**config.mk**
```make
export PLATFORM = sky130hd
export DESIGN_NAME = wu_task_sequencer
export DESIGN_NICKNAME = d
export VERILOG_FILES = /design/src/rtl/wu_task_sequencer_pkg.sv /design/src/rtl/wu_loop_counter.sv /design/src/rtl/wu_task_sequencer.sv
export SDC_FILE = /design/constraint.sdc
export NUM_CORES = 1
export LEC_CHECK = 0
export BUFFER_PORTS_ARGS = -buffer_cell sky130_fd_sc_hd__buf_4
export CAP_MARGIN = 15
export CORE_MARGIN = 5
export CORE_UTILIZATION = 53
export CTS_BUF_LIST = sky130_fd_sc_hd__clkbuf_4
export DETAILED_ROUTE_END_ITERATION = 16
export GPL_TIMING_DRIVEN = 0
export PLACE_DENSITY = 0.82
export SKIP_CTS_REPAIR_TIMING = 1
export SLEW_MARGIN = 15
export SYNTH_ARGS = -nofsm -noshare
export SYNTH_HDL_FRONTEND = slang
export SYNTH_SLANG_ARGS = --single-unit
```
**constraint.sdc**
```tcl
create_clock -name i_clk300 -period 2.25 [get_ports i_clk300]
set_input_delay 0.225 -clock i_clk300 [delete_from_list [all_inputs] [get_ports i_clk300]]
set_output_delay 0.225 -clock i_clk300 [all_outputs]
set_load 0.01 [all_outputs]
```
**src/rtl/wu_task_sequencer_pkg.sv**
```systemverilog
// Shared types and defaults for the work-unit task sequencer.
// MAX_VERTSBITS / MAX_PROBSBITS may be predefined by the surrounding build.
`ifndef MAX_VERTSBITS
`define MAX_VERTSBITS 4
`endif
`ifndef MAX_PROBSBITS
`define MAX_PROBSBITS 4
`endif

package wu_task_sequencer_pkg;
   localparam int WU_VERTS_W    = `MAX_VERTSBITS;
   localparam int WU_PROBS_W    = `MAX_PROBSBITS;
   localparam int WU_PIPE_DEPTH = 8;
   localparam int WU_CNT_W      = 4;

   typedef enum logic [1:0] {
      WU_S_IDLE  = 2'd0,
      WU_S_ISSUE = 2'd1,
      WU_S_DRAIN = 2'd2,
      WU_S_DONE  = 2'd3
   } wu_state_e;

   // Saturating increment used by the optional cycle counter.
   function automatic logic [31:0] wu_sat_inc32(input logic [31:0] v);
      return (v == 32'hFFFF_FFFF) ? v : (v + 32'd1);
   endfunction
endpackage

```
**src/rtl/wu_loop_counter.sv**
```systemverilog
// Three nested k/i/j wrap counters (j fastest) with a registered last-op flag.
// Limit compare happens before increment so limit = all-ones never overflows.
module wu_loop_counter
   import wu_task_sequencer_pkg::*;
#(
   parameter int W = 4
) (
   input  logic         i_clk,
   input  logic         i_reset_n,
   input  logic         i_load,
   input  logic [W-1:0] i_limit,
   input  logic         i_en,
   output logic [W-1:0] o_k,
   output logic [W-1:0] o_i,
   output logic [W-1:0] o_j,
   output logic         o_last
);
   logic [W-1:0] lim_q;
   logic [W-1:0] k_d;
   logic [W-1:0] i_d;
   logic [W-1:0] j_d;
   logic         last_d;

   // Next index triple; the walk freezes once the last op has been reached.
   always_comb begin
      k_d    = o_k;
      i_d    = o_i;
      j_d    = o_j;
      last_d = o_last;
      if (i_load) begin
         k_d    = {W{1'b0}};
         i_d    = {W{1'b0}};
         j_d    = {W{1'b0}};
         last_d = (i_limit == {W{1'b0}});
      end else if (i_en && !o_last) begin
         if (o_j != lim_q) begin
            j_d = o_j + W'(1'b1);
         end else begin
            j_d = {W{1'b0}};
            if (o_i != lim_q) begin
               i_d = o_i + W'(1'b1);
            end else begin
               i_d = {W{1'b0}};
               k_d = o_k + W'(1'b1);
            end
         end
         last_d = (k_d == lim_q) && (i_d == lim_q) && (j_d == lim_q);
      end else begin
         last_d = o_last;
      end
   end

   // Index, limit and last-flag registers.
   always_ff @(posedge i_clk) begin
      if (!i_reset_n) begin
         lim_q  <= {W{1'b0}};
         o_k    <= {W{1'b0}};
         o_i    <= {W{1'b0}};
         o_j    <= {W{1'b0}};
         o_last <= 1'b0;
      end else begin
         if (i_load) begin
            lim_q <= i_limit;
         end
         o_k    <= k_d;
         o_i    <= i_d;
         o_j    <= j_d;
         o_last <= last_d;
      end
   end
endmodule

```
**src/rtl/wu_task_sequencer.sv**
```systemverilog
// Work-unit side of the scheduler dispatch: walks the k/i/j loop, throttles on
// in-flight ops, drains and pulses done. WU_PERF_CNT_EN adds o_perf_cycles.
module wu_task_sequencer
   import wu_task_sequencer_pkg::*;
#(
   parameter int VERTS_W    = WU_VERTS_W,
   parameter int PROBS_W    = WU_PROBS_W,
   parameter int PIPE_DEPTH = WU_PIPE_DEPTH,
   parameter int CNT_W      = WU_CNT_W
) (
   input  logic               i_clk300,
   input  logic               i_reset_n,
   input  logic               i_go,
   input  logic [VERTS_W-1:0] i_nverts,
   input  logic [PROBS_W-1:0] i_prob_no,
   output logic               o_busy,
   output logic               o_op_valid,
   input  logic               i_op_ready,
   output logic [VERTS_W-1:0] o_op_k,
   output logic [VERTS_W-1:0] o_op_i,
   output logic [VERTS_W-1:0] o_op_j,
   output logic [PROBS_W-1:0] o_op_prob,
   output logic               o_op_last,
   input  logic               i_res_valid,
   output logic               o_done,
   output logic [PROBS_W-1:0] o_done_prob
`ifdef WU_PERF_CNT_EN
   ,
   output logic [31:0]        o_perf_cycles
`endif
);
   wu_state_e          state_q;
   logic [CNT_W-1:0]   outst_q;
   logic [CNT_W-1:0]   outst_d;
   logic               issue_s;
   logic               retire_s;
   logic               go_ok_s;
   logic               cnt_load_s;
   logic [VERTS_W-1:0] limit_s;

   // Handshake decode and in-flight bookkeeping; a retire with nothing in flight is dropped.
   always_comb begin
      issue_s    = o_op_valid & i_op_ready;
      retire_s   = i_res_valid & (outst_q != {CNT_W{1'b0}});
      go_ok_s    = i_go & (state_q == WU_S_IDLE);
      cnt_load_s = go_ok_s & (i_nverts != {VERTS_W{1'b0}});
      limit_s    = i_nverts - VERTS_W'(1'b1);
      if (issue_s && !retire_s) begin
         outst_d = outst_q + CNT_W'(1'b1);
      end else if (!issue_s && retire_s) begin
         outst_d = outst_q - CNT_W'(1'b1);
      end else begin
         outst_d = outst_q;
      end
   end

   wu_loop_counter #(
      .W (VERTS_W)
   ) u_loop (
      .i_clk     (i_clk300),
      .i_reset_n (i_reset_n),
      .i_load    (cnt_load_s),
      .i_limit   (limit_s),
      .i_en      (issue_s),
      .o_k       (o_op_k),
      .o_i       (o_op_i),
      .o_j       (o_op_j),
      .o_last    (o_op_last)
   );

   // Sequencer FSM with registered handshake and status outputs.
   always_ff @(posedge i_clk300) begin
      if (!i_reset_n) begin
         state_q     <= WU_S_IDLE;
         outst_q     <= {CNT_W{1'b0}};
         o_busy      <= 1'b0;
         o_op_valid  <= 1'b0;
         o_op_prob   <= {PROBS_W{1'b0}};
         o_done      <= 1'b0;
         o_done_prob <= {PROBS_W{1'b0}};
      end else begin
         outst_q <= outst_d;
         case (state_q)
            WU_S_IDLE: begin
               o_done <= 1'b0;
               if (i_go) begin
                  o_busy    <= 1'b1;
                  o_op_prob <= i_prob_no;
                  if (i_nverts == {VERTS_W{1'b0}}) begin
                     state_q     <= WU_S_DONE;
                     o_done      <= 1'b1;
                     o_done_prob <= i_prob_no;
                     o_op_valid  <= 1'b0;
                  end else begin
                     state_q    <= WU_S_ISSUE;
                     o_op_valid <= 1'b1;
                  end
               end
            end
            WU_S_ISSUE: begin
               if (issue_s && o_op_last) begin
                  state_q    <= WU_S_DRAIN;
                  o_op_valid <= 1'b0;
               end else begin
                  // Valid only falls here when the pipe has just filled.
                  o_op_valid <= (outst_d != CNT_W'(PIPE_DEPTH));
               end
            end
            WU_S_DRAIN: begin
               if (outst_d == {CNT_W{1'b0}}) begin
                  state_q     <= WU_S_DONE;
                  o_done      <= 1'b1;
                  o_done_prob <= o_op_prob;
               end
            end
            WU_S_DONE: begin
               state_q <= WU_S_IDLE;
               o_busy  <= 1'b0;
               o_done  <= 1'b0;
            end
            default: begin
               state_q    <= WU_S_IDLE;
               o_busy     <= 1'b0;
               o_op_valid <= 1'b0;
               o_done     <= 1'b0;
            end
         endcase
      end
   end

`ifdef WU_PERF_CNT_EN
   logic [31:0] perf_q;

   // Busy-cycle counter: cleared by an accepted go, frozen while idle.
   always_ff @(posedge i_clk300) begin
      if (!i_reset_n) begin
         perf_q <= 32'd0;
      end else if (go_ok_s) begin
         perf_q <= 32'd0;
      end else if (state_q != WU_S_IDLE) begin
         perf_q <= wu_sat_inc32(perf_q);
      end
   end

   assign o_perf_cycles = perf_q;
`endif
endmodule

```
Word level (Yosys, flattened, before mapping):

Index checks and enable logic that the tools add are counted.

* flip-flop bits (word level): 34
* input bits: 13
* word-level logic and storage cells: 97

* add/subtract/negate cells: 6
* equality and inequality tests: 13
* muxes and demuxes: 34
* bitwise operators: 5
* reductions and logical operators: 27

Operators by type and width (number)
* $mux W4: 16
* $add A4 B1 Y4 const B: 4
* $eq A4 B4 Y1: 3
* $logic_not A4 Y1: 3
* $mux W1: 9
* $mux W2: 4
* $ne A4 B4 Y1: 2
* $pmux W2 S4: 1
* $pmux W4 S2: 1
* $reduce_and A2 Y1: 4
* $reduce_bool A2 Y1: 4
* $reduce_bool A4 Y1: 2
* $sub A4 B1 Y4 const B: 2
* $logic_and A1 B1 Y1: 6
* $ne A2 B2 Y1 const B: 3
* $and A1 B1 Y1: 4
* $eq A2 B2 Y1 const B: 2
* $ne A4 B4 Y1 const B: 1
* $pmux W1 S2: 2
* $reduce_and A4 Y1: 1
* $logic_not A1 Y1: 3
* $pmux W1 S3: 1
* $reduce_and A3 Y1: 1
* $reduce_bool A3 Y1: 1
* other kinds (5): 5

Depth between registers and ports, before layout:

* depth in word-level cells: 10
* gate-level depth with buffers: 11
* mapped depth without buffers: 9

By module:

Synthesis repeated with hierarchy kept, for this count alone.

* cell total of the unflattened synthesis: 309
* area, all modules: 2489.9 um^2

By module, submodules not included
* wu_loop_counter: instances 1, cells an instance 158, area an instance 1281.2 um^2, seq. area each 340.3 um^2
* wu_task_sequencer: instances 1, cells an instance 151, area an instance 1208.7 um^2, seq. area each 340.3 um^2

Worst setup path before layout:

No wires, ideal clock.

* path kind: register to register
* start point: reg outst_q[0]
* end point: reg o_done_prob[0]
* setup time: 91 ps
* arrival time: 2237 ps
* data required time: 2159 ps
* path slack: -78 ps
* cell stages (with the launch flop): 12
* path buffers: 2
* path through: dfxtp_1 inv_1 ha_1 nor3b_2 or3_1 buf_2 o22ai_1 xor2_1 o31ai_2 buf_4 a21oi_1 a311oi_1

* word-level cells in the longest chain between the ends: 8
* elaborated cells between the ends (all ways): 12
* classes of those cells: add/sub (2); eq/ne (1); mux (2); bitwise (1); reduce/logical (6)

RTL lines
* start: declaration: RTL line wu_task_sequencer.sv:33 `logic [CNT_W-1:0] outst_q;`
* start signal: assignment: RTL line wu_task_sequencer.sv:75 `outst_q <= {CNT_W{1'b0}};`
* start signal: assignment: RTL line wu_task_sequencer.sv:82 `outst_q <= outst_d;`
* parallel branches: the longest is 4 deep, another holds $sub A4 B1 Y4
* $mux W4 *: RTL line wu_task_sequencer.sv:48 `if (issue_s && !retire_s) begin`
* $logic_not A4 Y1 *: RTL line wu_task_sequencer.sv:110 `if (outst_d == {CNT_W{1'b0}}) begin`
* $ne A2 B2 Y1 (no source line) *
* $reduce_and A4 Y1 (no source line) *
* end signal: assignment: RTL line wu_task_sequencer.sv:80 `o_done_prob <= {PROBS_W{1'b0}};`
* end signal: assignment: RTL line wu_task_sequencer.sv:92 `o_done_prob <= i_prob_no;`
* end signal: assignment: RTL line wu_task_sequencer.sv:113 `o_done_prob <= o_op_prob;`
* end: declaration: RTL line wu_task_sequencer.sv:26 `output logic [PROBS_W-1:0] o_done_prob`

Every way passes the cells marked *.
A chain may end at the register's enable or synchronous reset.

Worst setup path in the final report:

* start point: reg outst_q[1]
* end point: reg o_done_prob[1]

The elaborated chain is that of the path after synthesis.

==> flow_summary.json <==
{
  "status": "finished with violations",
  "violations": "negative setup slack",
  "total_power_mw": 2.687,
  "r2r_end": "o_done_prob[1]",
  "gp_congestion": 0.8439,
  "crit_path_end": "o_done_prob[1]",
  "postRouteAntennaNets": 0,
  "rr_worst_depth": 11,
  "fin_ws_ns": -0.1370,
  "power.leakage_nw": 1.193,
  "root_buffer": "clkbuf_4",
  "synthMuxAreaShare": 0.04819,
  "place_ws_ns": -0.2044,
  "diodes": 0,
  "synth_xor_area_frac": 0.09529,
  "gr-total-overflow": 0,
  "drt_iter0_drc": 113,
  "fill_cells": 323,
  "rsz0062_at_grt": "true",
  "pin_count": 37,
  "io_buffers": 35,
  "wl_per_cell_um": 14.35,
  "clock_sinks": 34,
  "fin_setup_tns_ns": -0.7697,
  "critPathLaunch": "outst_q[1]",
  "synthAdderAreaFrac": 0.06024,
  "via_per_inst": 5.579,
  "syn-num-nets": 315,
  "cts-buffers-inserted": 5,
  "grt_start_max_net_pins": 11,
  "dp.cells": 376,
  "cts_tree": "yes",
  "drive_gt1_frac": 0.2878,
  "ys_warn_count": 0,
  "clock_path_buffers": 2,
  "finalNonFillerCells": 387,
  "grt_use_total": 0.1999,
  "start_util": 0.5591,
  "critPathRequiredTime_ns": 2.51,
  "htree_levels": 2,
  "relSlewSlack": 0.5312,
  "utilization": 0.7113,
  "dieWidth_um": 75.66,
  "die_area_mm2": 0.005724,
  "synthSimpleGateAreaFrac": 0.2273,
  "slew_viol_final": 0,
  "skew_ns": 0.006828,
  "ir_drop_mv": 0.5031,
  "hold_viol_final": 0,
  "fin_nets": 360,
  "r2r_slack_ns": -0.14,
  "path_class": "reg -> reg",
  "fp.coreArea_mm2": 0.004086,
  "routed-via-count": 2159,
  "fin_crit_sh": 1.061,
  "period_minus_slack_ns": 2.387,
  "finalSetupViolCount": 7,
  "reg2reg_from": "outst_q[1]",
  "routed_wl_um": 5555,
  "area.growth.synth_to_final_pct": 27.22,
  "clock.fmax_mhz": 418.9,
  "dr.pass1.iters": 4,
  "cap_violations": 0,
  "endpoint_kind": "flip-flop",
  "synth_top_family_by_area": "simple AND/OR/NAND/NOR gates",
  "drcViolationCount": 0,
  "crit_path_max_fanout": 6,
  "rows": 23,
  "min_path_type": "in -> reg",
  "post-dp-hpwl_um": 3922,
  "worstMarginPinSlew_ns": 0.7017,
  "grt_pass1_wl_um": 8756,
  "synthFlopType": "dfxtp_1",
  "synth_compound_gate_area_share": 0.1900,
  "synth_area_per_cell_um2": 7.851,
  "ys_ff_latch": 34,
  "synth-edff-count": 0,
  "syn_inst": 291,
  "async_reset_ff_frac": 0,
  "netlist-cell-type-count": 47,
  "p_per_area_mw_per_mm2": 924.6,
  "grt_pass1_vias": 1948,
  "seq_area_frac_synth": 0.2979,
  "cts.reportedPaths.clkPinSlew_ns": 0.10,
  "antenna_found_initial": 0,
  "syn_area_mm2": 0.002285,
  "clock_latency_ns": 0.35,
  "crit_arrival_ns": 2.65,
  "die_h_um": 75.66,
  "worstSetupStartpointType": "flip-flop"
}
worst max-delay path, cell delays in order (launching register included):
cell      delay, ns
dfxtp_4        0.40
inv_4          0.04
ha_4           0.15
nor3b_4        0.15
or3_1          0.36
buf_6          0.14
o22ai_4        0.13
xor2_2         0.14
o31ai_4        0.35
buf_6          0.17
a21oi_1        0.06
a311oi_1       0.20
metrics by stage:
stage	hold WS, ns	instance area (um^2)
4_1_cts	0.06769	2666
6_report	0.07965	2907
5_1_grt	0.09365	2907
3_3_place_gp	0.4377	2613
2_1_floorplan	0.3206	2287
3_5_place_dp	0.4427	2613
synthesized netlist by cell type, types with 5 or more instances:
| library cell | instances | area (um^2) |
|---|---|---|
| nand3_1 | 11 | 55.05 |
| o22ai_1 | 5 | 31.28 |
| o21ai_0 | 7 | 35.03 |
| dfxtp_1 | 34 | 680.7 |
| buf_4 | 6 | 45.04 |
| xor2_1 | 9 | 78.83 |
| xnor2_1 | 9 | 78.83 |
| nor3_1 | 7 | 35.03 |
| nor2_1 | 33 | 123.9 |
| a21oi_1 | 22 | 110.1 |
| a311oi_1 | 6 | 52.55 |
| a211oi_1 | 8 | 60.06 |
| nand2_1 | 39 | 146.4 |
| inv_1 | 17 | 63.81 |
| mux2i_1 | 11 | 110.1 |
| a31oi_1 | 5 | 31.28 |
| ha_1 | 11 | 137.6 |
| clkbuf_1 | 6 | 22.52 |
placed cells by master (no fill, tap or decap), types with 4 or more instances in the layout:
cell / instances
ha_1: 10
xnor2_1: 5
clkbuf_1: 4
xor2_1: 8
o22ai_1: 4
buf_6: 10
o21ai_0: 7
inv_1: 15
mux2i_1: 11
a31oi_1: 5
nor3_1: 7
a211oi_1: 8
dfxtp_1: 27
a21oi_1: 20
xnor2_2: 5
nand3_1: 10
nor2_1: 32
buf_4: 43
nand2_1: 38
clkbuf_4: 6
dfxtp_2: 5
a311oi_1: 5
sequential cells by signal, summed over array words and instances (netlist names):
register       cells
u_loop.o_last      1
o_done             1
u_loop.o_j         4
o_op_valid         1
u_loop.o_i         4
o_busy             1
state_q            2
u_loop.o_k         4
o_op_prob          4
u_loop.lim_q       4
outst_q            4
o_done_prob        4
cell families after synthesis:
kind of cell	after synthesis
compound gates	66
fa+ha+maj	11
simple gates	112
xor+xnor	21
flops	34
mux	11
buf+inv	36
layout make-up:
| type | count | area [um^2] | area share |
|---|---|---|---|
| Clock buffer | 6 | 45.04 | 0.01550 |
| Tap cell | 50 | 62.56 | 0.02152 |
| Buffer | 16 | 142.6 | 0.04907 |
| Multi-Input combinational cell | 221 | 1579 | 0.5433 |
| Clock inverter | 2 | 8.758 | 0.003013 |
| Timing Repair Buffer | 41 | 307.8 | 0.1059 |
| Sequential cell | 34 | 694.4 | 0.2389 |
| Inverter | 17 | 66.31 | 0.02282 |
report_power, final:
part / total (mW) / leakage (nW) / switching [mW] / internal (mW)
Sequential: 0.818 / 0.281 / 0.102 / 0.716
Clock: 0.341 / 0.0331 / 0.212 / 0.129
Combinational: 1.53 / 0.878 / 0.838 / 0.690
worst min-delay path by stage:
stage | from | end | cells after the start
2_1_floorplan | i_nverts[0] | u_loop.lim_q[0] | 1
3_3_place_gp | i_nverts[0] | u_loop.lim_q[0] | 2
3_5_place_dp | i_nverts[0] | u_loop.lim_q[0] | 2
4_1_cts | i_nverts[0] | u_loop.lim_q[0] | 2
5_1_grt | i_nverts[0] | u_loop.lim_q[0] | 2
6_report | i_nverts[0] | u_loop.lim_q[0] | 2
metal layers:
metal  vias to the layer above  GRT usage  part of all wire
li1                       1108          -                 -
met1                      1005     0.2746              0.46
met2                        41     0.3097              0.48
met3                         5    0.04090             0.040
met4                         0    0.07379             0.012
met5                         -          0                 0
No activity file was read; power rests on OpenSTA's default activity.
